File: src/rtl/rfphoenix_thread_reorder_buffer_pkg.sv
// Shared types and constants for the multi-thread reorder buffer.
// Optional feature macro used by this slice: REB_FAULT_FLUSH_EN.
package rfphoenix_thread_reorder_buffer_pkg;

  localparam int REB_ENTRIES  = 4;
  localparam int NTHREADS_DEF = 4;
  localparam int DW_DEF       = 32;

  typedef logic [11:0] cause_code_t;
  typedef logic [5:0]  regspec_t;

  localparam cause_code_t FLT_NONE = 12'h000;
  localparam cause_code_t FLT_DBZ  = 12'h028;

  // Thread index width; a single-thread build still carries one bit.
  function automatic int thread_width(input int n);
    return (n > 1) ? $clog2(n) : 1;
  endfunction

  localparam int TID_W  = thread_width(NTHREADS_DEF);
  localparam int SLOT_W = $clog2(REB_ENTRIES);

  typedef struct packed {
    logic [TID_W-1:0]  thread;
    logic [SLOT_W-1:0] slot;
  } rob_id_t;

  typedef struct packed {
    logic [TID_W-1:0]  thread;
    logic [31:0]       ip;
    regspec_t          rt;
    logic              rfwr;
    logic [DW_DEF-1:0] res;
    cause_code_t       cause;
  } rob_commit_t;

endpackage

File: src/rtl/rfphoenix_thread_reorder_buffer_if.sv
// Alloc / done / flush / commit bundle of the thread reorder buffer.
// The slave modport is the buffer itself; the master side is the surrounding pipeline.
interface rfphoenix_thread_reorder_buffer_if
  import rfphoenix_thread_reorder_buffer_pkg::*;
#(
  parameter int NTHREADS = 4,
  parameter int DEPTH    = REB_ENTRIES,
  parameter int DW       = 32
) ();

  localparam int TW = thread_width(NTHREADS);
  localparam int SW = $clog2(DEPTH);

  logic                alloc_v_i;
  logic [TW-1:0]       alloc_thread_i;
  logic [31:0]         alloc_ip_i;
  regspec_t            alloc_rt_i;
  logic                alloc_rfwr_i;
  logic [NTHREADS-1:0] alloc_full_o;
  logic [TW+SW-1:0]    alloc_id_o;

  logic                done_v_i;
  logic [TW+SW-1:0]    done_id_i;
  logic [DW-1:0]       done_res_i;
  cause_code_t         done_cause_i;

  logic                flush_i;
  logic [TW-1:0]       flush_thread_i;

  logic                cmt_v_o;
  logic                cmt_rdy_i;
  logic [TW-1:0]       cmt_thread_o;
  logic [31:0]         cmt_ip_o;
  regspec_t            cmt_rt_o;
  logic                cmt_rfwr_o;
  logic [DW-1:0]       cmt_res_o;
  cause_code_t         cmt_cause_o;

  modport slave (
    input  alloc_v_i, alloc_thread_i, alloc_ip_i, alloc_rt_i, alloc_rfwr_i,
    output alloc_full_o, alloc_id_o,
    input  done_v_i, done_id_i, done_res_i, done_cause_i,
    input  flush_i, flush_thread_i,
    input  cmt_rdy_i,
    output cmt_v_o, cmt_thread_o, cmt_ip_o, cmt_rt_o, cmt_rfwr_o, cmt_res_o, cmt_cause_o
  );

  modport master (
    output alloc_v_i, alloc_thread_i, alloc_ip_i, alloc_rt_i, alloc_rfwr_i,
    input  alloc_full_o, alloc_id_o,
    output done_v_i, done_id_i, done_res_i, done_cause_i,
    output flush_i, flush_thread_i,
    output cmt_rdy_i,
    input  cmt_v_o, cmt_thread_o, cmt_ip_o, cmt_rt_o, cmt_rfwr_o, cmt_res_o, cmt_cause_o
  );

endinterface

File: src/rtl/rfphoenix_thread_reorder_buffer_rr_arbiter.sv
// Rotating-priority arbiter: the first requester at or after ptr wins.
// Produces a one-hot grant, its index and a found flag.
module rfphoenix_thread_reorder_buffer_rr_arbiter
  import rfphoenix_thread_reorder_buffer_pkg::*;
#(
  parameter int N  = 4,
  parameter int TW = thread_width(N)
) (
  input  logic [N-1:0]  req,
  input  logic [TW-1:0] ptr,
  output logic [N-1:0]  grant,
  output logic [TW-1:0] grant_idx,
  output logic          found
);

  logic [TW-1:0] cand;

  // Scan requesters starting at the priority pointer and keep the first hit
  always_comb begin
    grant     = '0;
    grant_idx = '0;
    found     = 1'b0;
    cand      = '0;
    for (int i = 0; i < N; i++) begin
      cand = TW'((int'(ptr) + i) % N);
      if (!found && req[cand]) begin
        found       = 1'b1;
        grant[cand] = 1'b1;
        grant_idx   = cand;
      end
    end
  end

endmodule

File: src/rtl/rfphoenix_thread_reorder_buffer.sv
// Multi-thread reorder buffer: one circular queue per thread, in-order
// allocation, out-of-order completion, round-robin in-order retirement
// through a registered commit record.
// Optional: define REB_FAULT_FLUSH_EN to flush a thread's younger entries
// when a faulting head is loaded into the commit record.
module rfphoenix_thread_reorder_buffer
  import rfphoenix_thread_reorder_buffer_pkg::*;
#(
  parameter int NTHREADS = 4,
  parameter int DEPTH    = REB_ENTRIES,
  parameter int DW       = 32
) (
  input logic                            clk_i,
  input logic                            rst_ni,
  rfphoenix_thread_reorder_buffer_if.slave bus
);

  localparam int TW = thread_width(NTHREADS);
  localparam int SW = $clog2(DEPTH);
  localparam int CW = $clog2(DEPTH + 1);

  logic [SW-1:0]    head_q  [NTHREADS];
  logic [SW-1:0]    tail_q  [NTHREADS];
  logic [CW-1:0]    count_q [NTHREADS];
  logic [DEPTH-1:0] valid_q [NTHREADS];
  logic [DEPTH-1:0] done_q  [NTHREADS];

  logic [31:0]      ip_q    [NTHREADS][DEPTH];
  regspec_t         rt_q    [NTHREADS][DEPTH];
  logic             rfwr_q  [NTHREADS][DEPTH];
  logic [DW-1:0]    res_q   [NTHREADS][DEPTH];
  cause_code_t      cause_q [NTHREADS][DEPTH];

  logic [TW-1:0]    rr_q;
  logic             cmt_v_q;
  logic [TW-1:0]    cmt_thread_q;
  logic [31:0]      cmt_ip_q;
  regspec_t         cmt_rt_q;
  logic             cmt_rfwr_q;
  logic [DW-1:0]    cmt_res_q;
  cause_code_t      cmt_cause_q;

  logic [NTHREADS-1:0] full;
  logic [NTHREADS-1:0] head_ready;
  logic [NTHREADS-1:0] grant;
  logic [TW-1:0]       grant_idx;
  logic                any_ready;
  logic                load;
  logic [NTHREADS-1:0] pop;
  logic [NTHREADS-1:0] fault_flush;
  logic [NTHREADS-1:0] flush_hit;
  logic [NTHREADS-1:0] alloc_take;
  logic [NTHREADS-1:0] done_take;
  logic [TW-1:0]       done_thread;
  logic [SW-1:0]       done_slot;
  logic [SW-1:0]       alloc_tail;

  logic [31:0]   sel_ip;
  regspec_t      sel_rt;
  logic          sel_rfwr;
  logic [DW-1:0] sel_res;
  cause_code_t   sel_cause;

  function automatic logic [SW-1:0] next_slot(input logic [SW-1:0] s);
    return (s == SW'(DEPTH - 1)) ? '0 : s + SW'(1);
  endfunction

  assign done_thread = bus.done_id_i[TW+SW-1:SW];
  assign done_slot   = bus.done_id_i[SW-1:0];

  // Per-thread status: queue full and head entry ready to retire
  always_comb begin
    full       = '0;
    head_ready = '0;
    for (int t = 0; t < NTHREADS; t++) begin
      full[t]       = (count_q[t] == CW'(DEPTH));
      head_ready[t] = valid_q[t][head_q[t]] && done_q[t][head_q[t]];
    end
  end

  rfphoenix_thread_reorder_buffer_rr_arbiter #(
    .N  (NTHREADS),
    .TW (TW)
  ) u_arb (
    .req       (head_ready),
    .ptr       (rr_q),
    .grant     (grant),
    .grant_idx (grant_idx),
    .found     (any_ready)
  );

  assign load = (!cmt_v_q || bus.cmt_rdy_i) && any_ready;

  // Decode which per-thread actions take effect this cycle; flush dominates alloc and done
  always_comb begin
    pop         = '0;
    fault_flush = '0;
    flush_hit   = '0;
    alloc_take  = '0;
    done_take   = '0;
    for (int t = 0; t < NTHREADS; t++) begin
      pop[t] = load && grant[t];
`ifdef REB_FAULT_FLUSH_EN
      fault_flush[t] = pop[t] && (cause_q[t][head_q[t]] != FLT_NONE);
`else
      fault_flush[t] = 1'b0;
`endif
      flush_hit[t]  = (bus.flush_i && (bus.flush_thread_i == TW'(t))) || fault_flush[t];
      alloc_take[t] = bus.alloc_v_i && (bus.alloc_thread_i == TW'(t)) && !full[t] && !flush_hit[t];
      done_take[t]  = bus.done_v_i && (done_thread == TW'(t)) && (int'(done_slot) < DEPTH) &&
                      valid_q[t][done_slot] && !flush_hit[t];
    end
  end

  // Tail slot of the requested thread, used for the allocated id
  always_comb begin
    alloc_tail = '0;
    for (int t = 0; t < NTHREADS; t++) begin
      if (bus.alloc_thread_i == TW'(t)) alloc_tail = tail_q[t];
    end
  end

  assign bus.alloc_full_o = full;
  assign bus.alloc_id_o   = {bus.alloc_thread_i, alloc_tail};

  // Head fields of the granted thread feeding the commit record
  always_comb begin
    sel_ip    = '0;
    sel_rt    = '0;
    sel_rfwr  = 1'b0;
    sel_res   = '0;
    sel_cause = FLT_NONE;
    for (int t = 0; t < NTHREADS; t++) begin
      if (grant[t]) begin
        sel_ip    = ip_q[t][head_q[t]];
        sel_rt    = rt_q[t][head_q[t]];
        sel_rfwr  = rfwr_q[t][head_q[t]];
        sel_res   = res_q[t][head_q[t]];
        sel_cause = cause_q[t][head_q[t]];
      end
    end
  end

  // Queue pointers, occupancy and valid/done flags for every thread
  always_ff @(posedge clk_i or negedge rst_ni) begin
    if (!rst_ni) begin
      for (int t = 0; t < NTHREADS; t++) begin
        head_q[t]  <= '0;
        tail_q[t]  <= '0;
        count_q[t] <= '0;
        valid_q[t] <= '0;
        done_q[t]  <= '0;
      end
    end else begin
      for (int t = 0; t < NTHREADS; t++) begin
        if (flush_hit[t]) begin
          head_q[t]  <= '0;
          tail_q[t]  <= '0;
          count_q[t] <= '0;
          valid_q[t] <= '0;
          done_q[t]  <= '0;
        end else begin
          if (done_take[t]) done_q[t][done_slot] <= 1'b1;
          if (alloc_take[t]) begin
            valid_q[t][tail_q[t]] <= 1'b1;
            done_q[t][tail_q[t]]  <= 1'b0;
            tail_q[t]             <= next_slot(tail_q[t]);
          end
          if (pop[t]) begin
            valid_q[t][head_q[t]] <= 1'b0;
            head_q[t]             <= next_slot(head_q[t]);
          end
          case ({alloc_take[t], pop[t]})
            2'b10:   count_q[t] <= count_q[t] + CW'(1);
            2'b01:   count_q[t] <= count_q[t] - CW'(1);
            default: count_q[t] <= count_q[t];
          endcase
        end
      end
    end
  end

  // Entry payload storage; meaningful only while the matching valid bit is set
  always_ff @(posedge clk_i) begin
    for (int t = 0; t < NTHREADS; t++) begin
      if (alloc_take[t]) begin
        ip_q[t][tail_q[t]]   <= bus.alloc_ip_i;
        rt_q[t][tail_q[t]]   <= bus.alloc_rt_i;
        rfwr_q[t][tail_q[t]] <= bus.alloc_rfwr_i;
      end
      if (done_take[t]) begin
        res_q[t][done_slot]   <= bus.done_res_i;
        cause_q[t][done_slot] <= bus.done_cause_i;
      end
    end
  end

  // Commit record and round-robin pointer; record holds while the consumer stalls
  always_ff @(posedge clk_i or negedge rst_ni) begin
    if (!rst_ni) begin
      rr_q         <= '0;
      cmt_v_q      <= 1'b0;
      cmt_thread_q <= '0;
      cmt_ip_q     <= '0;
      cmt_rt_q     <= '0;
      cmt_rfwr_q   <= 1'b0;
      cmt_res_q    <= '0;
      cmt_cause_q  <= FLT_NONE;
    end else if (load) begin
      cmt_v_q      <= 1'b1;
      cmt_thread_q <= grant_idx;
      cmt_ip_q     <= sel_ip;
      cmt_rt_q     <= sel_rt;
      cmt_rfwr_q   <= sel_rfwr;
      cmt_res_q    <= sel_res;
      cmt_cause_q  <= sel_cause;
      rr_q         <= (grant_idx == TW'(NTHREADS - 1)) ? '0 : grant_idx + TW'(1);
    end else if (bus.cmt_rdy_i) begin
      cmt_v_q <= 1'b0;
    end
  end

  assign bus.cmt_v_o      = cmt_v_q;
  assign bus.cmt_thread_o = cmt_thread_q;
  assign bus.cmt_ip_o     = cmt_ip_q;
  assign bus.cmt_rt_o     = cmt_rt_q;
  assign bus.cmt_rfwr_o   = cmt_rfwr_q;
  assign bus.cmt_res_o    = cmt_res_q;
  assign bus.cmt_cause_o  = cmt_cause_q;

endmodule
File: src/flat_wrapper.sv
// flat-port wrapper written by rule: the top's interface ports become plain ports
module rfphoenix_thread_reorder_buffer_flat import rfphoenix_thread_reorder_buffer_pkg::*;
#(
  parameter int NTHREADS = 4,
  parameter int DEPTH    = REB_ENTRIES,
  parameter int DW       = 32
)
  (clk_i, rst_ni, bus_alloc_v_i, bus_alloc_thread_i, bus_alloc_ip_i, bus_alloc_rt_i, bus_alloc_rfwr_i, bus_alloc_full_o, bus_alloc_id_o, bus_done_v_i, bus_done_id_i, bus_done_res_i, bus_done_cause_i, bus_flush_i, bus_flush_thread_i, bus_cmt_rdy_i, bus_cmt_v_o, bus_cmt_thread_o, bus_cmt_ip_o, bus_cmt_rt_o, bus_cmt_rfwr_o, bus_cmt_res_o, bus_cmt_cause_o);
  rfphoenix_thread_reorder_buffer_if #(.NTHREADS(NTHREADS), .DEPTH(DEPTH), .DW(DW)) bus_i ();
  input logic clk_i;
  input logic rst_ni;
  input wire logic [$bits(bus_i.alloc_v_i)-1:0] bus_alloc_v_i;
  input wire logic [$bits(bus_i.alloc_thread_i)-1:0] bus_alloc_thread_i;
  input wire logic [$bits(bus_i.alloc_ip_i)-1:0] bus_alloc_ip_i;
  input wire logic [$bits(bus_i.alloc_rt_i)-1:0] bus_alloc_rt_i;
  input wire logic [$bits(bus_i.alloc_rfwr_i)-1:0] bus_alloc_rfwr_i;
  output wire logic [$bits(bus_i.alloc_full_o)-1:0] bus_alloc_full_o;
  output wire logic [$bits(bus_i.alloc_id_o)-1:0] bus_alloc_id_o;
  input wire logic [$bits(bus_i.done_v_i)-1:0] bus_done_v_i;
  input wire logic [$bits(bus_i.done_id_i)-1:0] bus_done_id_i;
  input wire logic [$bits(bus_i.done_res_i)-1:0] bus_done_res_i;
  input wire logic [$bits(bus_i.done_cause_i)-1:0] bus_done_cause_i;
  input wire logic [$bits(bus_i.flush_i)-1:0] bus_flush_i;
  input wire logic [$bits(bus_i.flush_thread_i)-1:0] bus_flush_thread_i;
  input wire logic [$bits(bus_i.cmt_rdy_i)-1:0] bus_cmt_rdy_i;
  output wire logic [$bits(bus_i.cmt_v_o)-1:0] bus_cmt_v_o;
  output wire logic [$bits(bus_i.cmt_thread_o)-1:0] bus_cmt_thread_o;
  output wire logic [$bits(bus_i.cmt_ip_o)-1:0] bus_cmt_ip_o;
  output wire logic [$bits(bus_i.cmt_rt_o)-1:0] bus_cmt_rt_o;
  output wire logic [$bits(bus_i.cmt_rfwr_o)-1:0] bus_cmt_rfwr_o;
  output wire logic [$bits(bus_i.cmt_res_o)-1:0] bus_cmt_res_o;
  output wire logic [$bits(bus_i.cmt_cause_o)-1:0] bus_cmt_cause_o;
  assign bus_i.alloc_v_i = bus_alloc_v_i;
  assign bus_i.alloc_thread_i = bus_alloc_thread_i;
  assign bus_i.alloc_ip_i = bus_alloc_ip_i;
  assign bus_i.alloc_rt_i = bus_alloc_rt_i;
  assign bus_i.alloc_rfwr_i = bus_alloc_rfwr_i;
  assign bus_alloc_full_o = bus_i.alloc_full_o;
  assign bus_alloc_id_o = bus_i.alloc_id_o;
  assign bus_i.done_v_i = bus_done_v_i;
  assign bus_i.done_id_i = bus_done_id_i;
  assign bus_i.done_res_i = bus_done_res_i;
  assign bus_i.done_cause_i = bus_done_cause_i;
  assign bus_i.flush_i = bus_flush_i;
  assign bus_i.flush_thread_i = bus_flush_thread_i;
  assign bus_i.cmt_rdy_i = bus_cmt_rdy_i;
  assign bus_cmt_v_o = bus_i.cmt_v_o;
  assign bus_cmt_thread_o = bus_i.cmt_thread_o;
  assign bus_cmt_ip_o = bus_i.cmt_ip_o;
  assign bus_cmt_rt_o = bus_i.cmt_rt_o;
  assign bus_cmt_rfwr_o = bus_i.cmt_rfwr_o;
  assign bus_cmt_res_o = bus_i.cmt_res_o;
  assign bus_cmt_cause_o = bus_i.cmt_cause_o;
  rfphoenix_thread_reorder_buffer #(.NTHREADS(NTHREADS), .DEPTH(DEPTH), .DW(DW)) u_core (.clk_i(clk_i), .rst_ni(rst_ni), .bus(bus_i));
endmodule
File: config.mk
export PLATFORM = sky130hd
export DESIGN_NAME = rfphoenix_thread_reorder_buffer_flat
export DESIGN_NICKNAME = d
export VERILOG_FILES = /design/src/rtl/rfphoenix_thread_reorder_buffer_pkg.sv /design/src/rtl/rfphoenix_thread_reorder_buffer_if.sv /design/src/rtl/rfphoenix_thread_reorder_buffer_rr_arbiter.sv /design/src/rtl/rfphoenix_thread_reorder_buffer.sv /design/src/flat_wrapper.sv
export SDC_FILE = /design/constraint.sdc
export NUM_CORES = 2
export LEC_CHECK = 0
export BUFFER_PORTS_ARGS = -buffer_cell sky130_fd_sc_hd__buf_2
export CAP_MARGIN = 5
export CELL_PAD_IN_SITES_DETAIL_PLACEMENT = 1
export CELL_PAD_IN_SITES_GLOBAL_PLACEMENT = 1
export CORE_MARGIN = 2
export CORE_UTILIZATION = 30
export DETAILED_ROUTE_END_ITERATION = 8
export GPL_TIMING_DRIVEN = 0
export PLACE_DENSITY = 0.55
export SLEW_MARGIN = 5
export SYNTH_ARGS = -nofsm -noshare
export SYNTH_HDL_FRONTEND = slang
export SYNTH_SLANG_ARGS = --single-unit
File: constraint.sdc
create_clock -name clk_i -period 7.3 [get_ports clk_i]
set_input_delay 1.46 -clock clk_i [delete_from_list [all_inputs] [get_ports clk_i]]
set_output_delay 1.46 -clock clk_i [all_outputs]
set_load 0.01 [all_outputs]
; Word-level counts from Yosys, hierarchy flattened
; Memories as Yosys holds them, arrays and structs flattened.
; Index checks and enable logic that the tools add are counted.
[classes]
n_bitwise = 36
n_mux = 322
div_mod_pow = 0
shift = 0
order_cmp = 40
n_eq_ne = 30
n_mul = 0
n_reduce_logical = 102
addsub = 20
[op_table]
columns = operator, n
row1 = $mux 128, 20
row2 = $mux 32, 29
row3 = $reduce_or 128->1, 6
row4 = $bmux 32 s2, 8
row5 = $mux 48, 10
row6 = $demux 32 s2, 5
row7 = $mux 24, 10
row8 = $mux 4, 46
row9 = $mux 12, 13
row10 = $reduce_or 48->1, 3
row11 = $bmux 12 s2, 4
row12 = $mux 2, 48
row13 = $mux 6, 16
row14 = $reduce_or 24->1, 3
row15 = $mux 1, 59
row16 = $logic_and 1x1->1, 58
row17 = $bmux 6 s2, 4
row18 = $demux 6 s2, 4
row19 = $or 4x4->4, 11
row20 = $bmux 1 s2, 20
row21 = $lt 2x3->1 const B, 13
row22 = $eq 2x2->1 const B, 19
row23 = $demux 1 s2, 17
row24 = $and 4x4->4, 8
row25 = 20 further kinds, 116
[word_totals]
out_inout_bits = 94
word_cells = 583
memories = 5
latch_bits = 0
reg_bits = 148
inputBits = 97
mem_bits_ro = 0
ramBits = 1328
[mem_list]
columns = name, words, word_bits, read_ports, rd_ports_with_merged_regs, write_ports, line
row1 = u_core.ip_q, 4, 128, 4, 0, 1, rfphoenix_thread_reorder_buffer.sv:28  ; logic [31:0] ip_q [NTHREADS][DEPTH];
row2 = u_core.res_q, 4, 128, 4, 0, 1, rfphoenix_thread_reorder_buffer.sv:31  ; logic [DW-1:0] res_q [NTHREADS][DEPTH];
row3 = u_core.cause_q, 4, 48, 4, 0, 1, rfphoenix_thread_reorder_buffer.sv:32  ; cause_code_t cause_q [NTHREADS][DEPTH];
row4 = u_core.rt_q, 4, 24, 4, 0, 1, rfphoenix_thread_reorder_buffer.sv:29  ; regspec_t rt_q [NTHREADS][DEPTH];
row5 = u_core.rfwr_q, 4, 4, 4, 0, 1, rfphoenix_thread_reorder_buffer.sv:30  ; logic rfwr_q [NTHREADS][DEPTH];

; Logic depth before layout (Yosys ltp)
[logic_depth]
word_depth = 20
mapped_depth = 15

; By module
; From an unflattened synthesis, not the netlist that was laid out.
[hier_totals]
cells_unflattened = 3069
hier_area_um2 = 57505.2
[modules_own_cells]
columns = module, area_per_inst_um2, cells_each, instances
row1 = rfphoenix_thread_reorder_buffer, 57086.0, 3024, 1
row2 = rfphoenix_thread_reorder_buffer_rr_arbiter, 419.2, 45, 1

; Least setup slack after synthesis
; Ideal clock, no wire load.
[synth_timing]
path_type = input -> register
start = input bus_done_id_i[0]
end = memory u_core.cause_q[2][36] (netlist bit) (enable)
required_ns = 6.798
t_arrival_ns = 5.273
path_buffers = 1
stages = 4
slack_ns = 1.525
path_cell_list = clkbuf_1 -> mux4_2 -> nand3_1 -> nor3_1
[synth_between]
elab_chain_len = 10
elab_cells_between_ends = 39
classes_between = order compare (2) / mux (24) / bitwise (1) / reduce/logical (12)
[synth_lines]
columns = element, line
row1 = start: declaration, flat_wrapper.sv:20  ; input wire logic [$bits(bus_i.done_id_i)-1:0] bus_done_id_i;
row2 = $not 2->3 (implied by the code) or $bmux 1 s2 (tied branches), "rfphoenix_thread_reorder_buffer.sv:193, rfphoenix_thread_reorder_buffer.sv:111"
row3 = $ge 3x3->1 (implied by the code) (tied with other cells), rfphoenix_thread_reorder_buffer.sv:193  ; cause_q[t][done_slot] <= bus.done_cause_i;
row4 = $logic_and 1x1->1 (on tied branches), "rfphoenix_thread_reorder_buffer.sv:193, rfphoenix_thread_reorder_buffer.sv:110"
row5 = $mux 12 (implied by the code) or $logic_and 1x1->1 (tied branches), "rfphoenix_thread_reorder_buffer.sv:193, rfphoenix_thread_reorder_buffer.sv:111"
row6 = $demux 12 s2 or $mux 1 (tied branches), "rfphoenix_thread_reorder_buffer.sv:193, rfphoenix_thread_reorder_buffer.sv:191"
row7 = $mux 48 (implied by the code), rfphoenix_thread_reorder_buffer.sv:193
row8 = $reduce_or 48->1 (no source line), n/a
row9 = $mux 2 (no source line) or $mux 48 (tied branches) (3 in series), n/a
row10 = end: declaration, rfphoenix_thread_reorder_buffer.sv:32
; Parallel ways exist; a longest one is shown, timed or not. The select of a mux whose other input is x is not followed.

; Worst setup path in the final report
[layout_timing]
start = register u_core.rr_q[0]
end = register u_core.count_q[2] (netlist bit)
[layout_between]
elab_chain_len = 17
elab_cells_between_ends = 55
classes_between = add/sub (3) / order compare (8) / eq/ne (2) / mux (26) / bitwise (3) / reduce/logical (13)
[layout_lines]
columns = element, line
row1 = start: declaration, rfphoenix_thread_reorder_buffer.sv:34  ; logic [TW-1:0] rr_q;
row2 = start signal: assignment, rfphoenix_thread_reorder_buffer.sv:217  ; rr_q <= (grant_idx == TW'(NTHREADS - 1)) ? '0 : grant_idx + TW'(1);
row3 = "parallel branches: the longest is 13 deep, another holds $lt 2x3->1", n/a
row4 = $logic_and 1x1->1 (*), rfphoenix_thread_reorder_buffer.sv:102  ; pop[t] = load && grant[t];
row5 = $eq 2x1->1 or $eq 2x2->1 (tied branches), rfphoenix_thread_reorder_buffer.sv:173  ; case ({alloc_take[t], pop[t]})
row6 = $pmux 3 s2, rfphoenix_thread_reorder_buffer.sv:173
row7 = $mux 3, rfphoenix_thread_reorder_buffer.sv:156  ; if (flush_hit[t]) begin
row8 = end signal: indexed assignment, rfphoenix_thread_reorder_buffer.sv:174  ; 2'b10: count_q[t] <= count_q[t] + CW'(1);
row9 = end signal: indexed assignment, rfphoenix_thread_reorder_buffer.sv:175  ; 2'b01: count_q[t] <= count_q[t] - CW'(1);
row10 = end signal: indexed assignment, rfphoenix_thread_reorder_buffer.sv:176  ; default: count_q[t] <= count_q[t];
row11 = end: declaration, rfphoenix_thread_reorder_buffer.sv:24  ; logic [CW-1:0] count_q [NTHREADS];
; Mark *: on every way between the ends. The select of a mux whose other input is x is not followed.
; A chain may end at the register's enable or synchronous reset.

==> reports/qor.csv <==
stage,metric,value,unit
status,status,"complete, no violations",
placed_design,routability-driven placement congestion ratio,0.719,
yosys,Synth warnings,0,
power_and_ir_drop,Switch Pwr,4.38,mW
sta,Hold WS,0.487,ns
routing,final WL,159000,um
clocking,Post-CTS Resized,0,
run,max-cap violations,0,
yosys,Yosys reg bits,1476,
sta,Clock Skew,0.0274,ns
power_and_ir_drop,Flop pwr share,0.511,
clocking,post-CTS setup buffers,0,
final_layout,Layout Nets,3229,
sta,worst slew pin tran,1.28,ns
routing,drt via density,4.96,
die,Row Count,160,
critical_path,CP peak stage delay,0.72,ns
final_layout,area growth from synthesis to layout,18.5,%
power_and_ir_drop,clock network power share,0.418,
global_route,vias in the first global route,30800,
sta,endpoints failing hold,0,
sta,final worst slack,1.97,ns
power_and_ir_drop,maximum vdd ir drop,0.184,mV
final_layout,"commonest non-fill, non-tap cell in the layout",edfxtp_1,
placed_design,DP HPWL,104000,um
critical_path,critical-path cell list,"clkbuf_1, inv_1, ha_1, clkbuf_1, nand2_1, nor4b_1, a22o_1, o21ai_0, a31oi_4, buf_16, clkbuf_1, ha_1, fa_1, xnor2_1, or3_1, a21oi_1",
global_route,largest net degree at the start of global routing,91,
die,area of the core,190000,sq um
critical_path,crit-path max FO,10,
sta,crit share post-route,0.731,
critical_path,Critical Path Source Type,flop,
routing,drt drc,0,
final_layout,most frequent cells in the layout,"1328 x edfxtp_1, 346 x mux4_2, 205 x buf_2",
sta,final worst path period need,5.33,ns
clocking,CTS Root Cell,clkbuf_16,
sta,FMAX,187,MHz
routing,Routed Antenna Nets,0,
clocking,"Clk Latency, worst-skew pair",0.78,ns
die,initial core utilization,0.301,
yosys,"FFs w/ async S/R, synth",0.100,
routing,vias,28500,
yosys,syn nets,2819,
yosys,post-synthesis cell area,57100,sq um
power_and_ir_drop,Power Internal,14.7,mW
clocking,CTS tree,built,
clocking,CTS max path bufs,3,
yosys,"Avg Cell Area, Syn",21.4,sq um
global_route,first-pass GRT wire length,228000,um
sta,final setup violation count,0,
worst_hold_path,Hold WC Path Type,reg2reg,
yosys,"EDFF count, synth",1328,
critical_path,Worst EP required,8.00,ns
power_and_ir_drop,Pwr Total,19.1,mW
critical_path,kind of critical path,reg2reg,
critical_path,"Arr. time, crit path",6.03,ns
clocking,H-Tree Depth,4,
clocking,Num Clock Sinks,1476,
power_and_ir_drop,Gate power share,0.071,
sta,final slew viol count,0,
yosys,"Top FF cell, synth",edfxtp_1,
power_and_ir_drop,Leak,21.6,nW
clocking,hold buffers post-CTS,0,
yosys,Cells after Synth,2673,
die,Total Die Area,194000,sq um
sta,setup TNS,0,ns
global_route,Overflow after GRT,0,
global_route,GRT Total Usage,0.165,
sta,RSZ-0062 raised after global routing,false,
die,die height,440,um
placed_design,Place WS,1.94,ns
yosys,sequential share of the synthesized area,0.764,
power_and_ir_drop,Sw Ratio,0.229,
placed_design,Port Buffers,190,
sta,Slew Limit Headroom,0.144,
clocking,clock buffer count from CTS,153,
routing,DRT iter0 DRCs,2529,
yosys,distinct cell type count after synthesis,50,
final_layout,fraction of layout cells with a size suffix above 1,0.300,
critical_path,Worst setup EP type,flop,
die,die width,440,um
routing,drt pass-1 iters,7,
die,io pins,191,
critical_path,"most used cell, CP",clkbuf_1,
critical_path,slowest CP cell,clkbuf_1,
clocking,clock-pin slew on the worst setup and hold paths,0.07,ns
global_route,antenna violations before repair,33,
power_and_ir_drop,pwr/cell area,283,nW/um^2
routing,average routed wire per standard cell,27.8,um
## worst max-delay path: cells and delay by family, from the launching register on
| kind | cells | cell delay (ns) |
|---|---|---|
| AO/OA/AOI/OAI | 4 | 1.14 |
| XOR/XNOR | 1 | 0.08 |
| buffers and inverters | 5 | 1.96 |
| flip-flops | 1 | 0.47 |
| AND/OR/NAND/NOR | 3 | 0.72 |
| adder cells (fa/ha/maj) | 3 | 0.88 |
## sequential cells by signal (all words and copies together) (netlist names), 16 cells and up
| signal | flops |
|---|---|
| u_core.ip_q | 512 |
| u_core.res_q | 512 |
| u_core.cause_q | 192 |
| u_core.rt_q | 96 |
| u_core.bus.cmt_ip_o | 32 |
| u_core.bus.cmt_res_o | 32 |
| u_core.done_q | 16 |
| u_core.rfwr_q | 16 |
| u_core.valid_q | 16 |
## area by class of cell
class | instances | area, sq um
flip-flops and latches | 1476 | 43600
diodes | 6 | 15.0
plain buffers | 153 | 636
well taps | 2511 | 3140
clock buffers | 221 | 4450
fillers | 18500 | 122000
repair buffers | 255 | 2080
inverters | 26 | 97.6
clock inverters | 65 | 688
multi-input cells | 1018 | 12900
## synthesized netlist by cell type, types with 2 or more instances
cell      instances  share of area
dfrtp_1         148          0.065
edfxtp_1       1328           0.70
nor3_1           24         0.0021
nor2_1          145         0.0095
a221oi_1         13         0.0020
o31ai_1          84          0.011
ha_1             45         0.0099
mux4_2          346           0.14
o21ai_0          12         0.0011
inv_1            23         0.0015
nor2b_1           5        0.00055
nor3b_1           6        0.00079
clkbuf_1        120         0.0079
or3_1             7        0.00077
a21o_1            2        0.00026
nand2_1          38         0.0025
buf_1             8        0.00053
a21oi_1          43         0.0038
fa_1              4         0.0014
o21a_1            2        0.00026
o22ai_1           2        0.00022
xor2_1            4        0.00061
nand2b_1          6        0.00066
and3_1            6        0.00066
inv_2             3        0.00020
nor4b_1           2        0.00031
nand3_1           9        0.00079
and3b_1           5        0.00077
xnor2_1           4        0.00061
buf_2            16         0.0014
a221oi_2         70          0.018
and2_1           19         0.0021
buf_4             9         0.0012
mux2i_1          17         0.0030
a22oi_1          83          0.011
## power groups by stage
stage,Combinational (mW),Sequential [mW],Clock (mW)
after floorplan,0.685,9.90,0
after global placement,1.32,9.94,0
after detailed placement,1.40,9.93,0
after CTS,1.40,9.76,8.19
after global routing,1.50,9.79,8.49
final,1.36,9.75,8.00
## cells by family (layout without fill, tap and decap cells)
family / count (synthesis) / after routing / synth area share
other: 0 / 6 / 0
DFF: 1476 / 1476 / 0.764
muxes: 364 / 364 / 0.140
xor gates and xnor gates: 8 / 8 / 0.00123
adders and majority gates: 49 / 49 / 0.0113
and+or+nand+nor: 279 / 279 / 0.0224
AOI/OAI and AO/OA: 318 / 318 / 0.0490
buffers and inverters: 179 / 720 / 0.0127
## layer usage
layer | share of wire | vias up | routed length, um | global-route usage
li1 | - | 12000 | - | -
met4 | 0.024 | 16 | 3770 | 0.0465
met5 | 0.00058 | - | 92 | 0
met2 | 0.50 | 732 | 79600 | 0.278
met3 | 0.046 | 244 | 7320 | 0.0292
met1 | 0.43 | 15400 | 68600 | 0.219
## worst paths after layout
check / end / slack [ns] / start / depth (start not counted)
hold reg to reg: u_core.bus.cmt_thread_o[0] / 0.49 / u_core.bus.cmt_thread_o[0] / 2
setup reg to reg: u_core.count_q[2] / 1.97 / u_core.rr_q[0] / 16
hold / removal: u_core.bus.cmt_thread_o[0] / 0.49 / u_core.bus.cmt_thread_o[0] / 2
min in group asynchronous: u_core.bus.cmt_ip_o[10] / 0.67 / rst_ni / 1
setup / recovery: u_core.count_q[2] / 1.97 / u_core.rr_q[0] / 16
max in group asynchronous: u_core.bus.cmt_res_o[15] / 5.60 / rst_ni / 2
## through the flow
| step | std cells | cell area, sq um | util |
|---|---|---|---|
| global route | 5727 | 67600 | 0.357 |
| CTS | 5725 | 67600 | 0.357 |
| global placement | 5374 | 61200 | 0.323 |
| detailed placement | 5439 | 62500 | 0.329 |
| finish | 5731 | 67600 | 0.357 |
| floorplan | 2673 | 57100 | - |
Power figures use the tool's default switching activity.
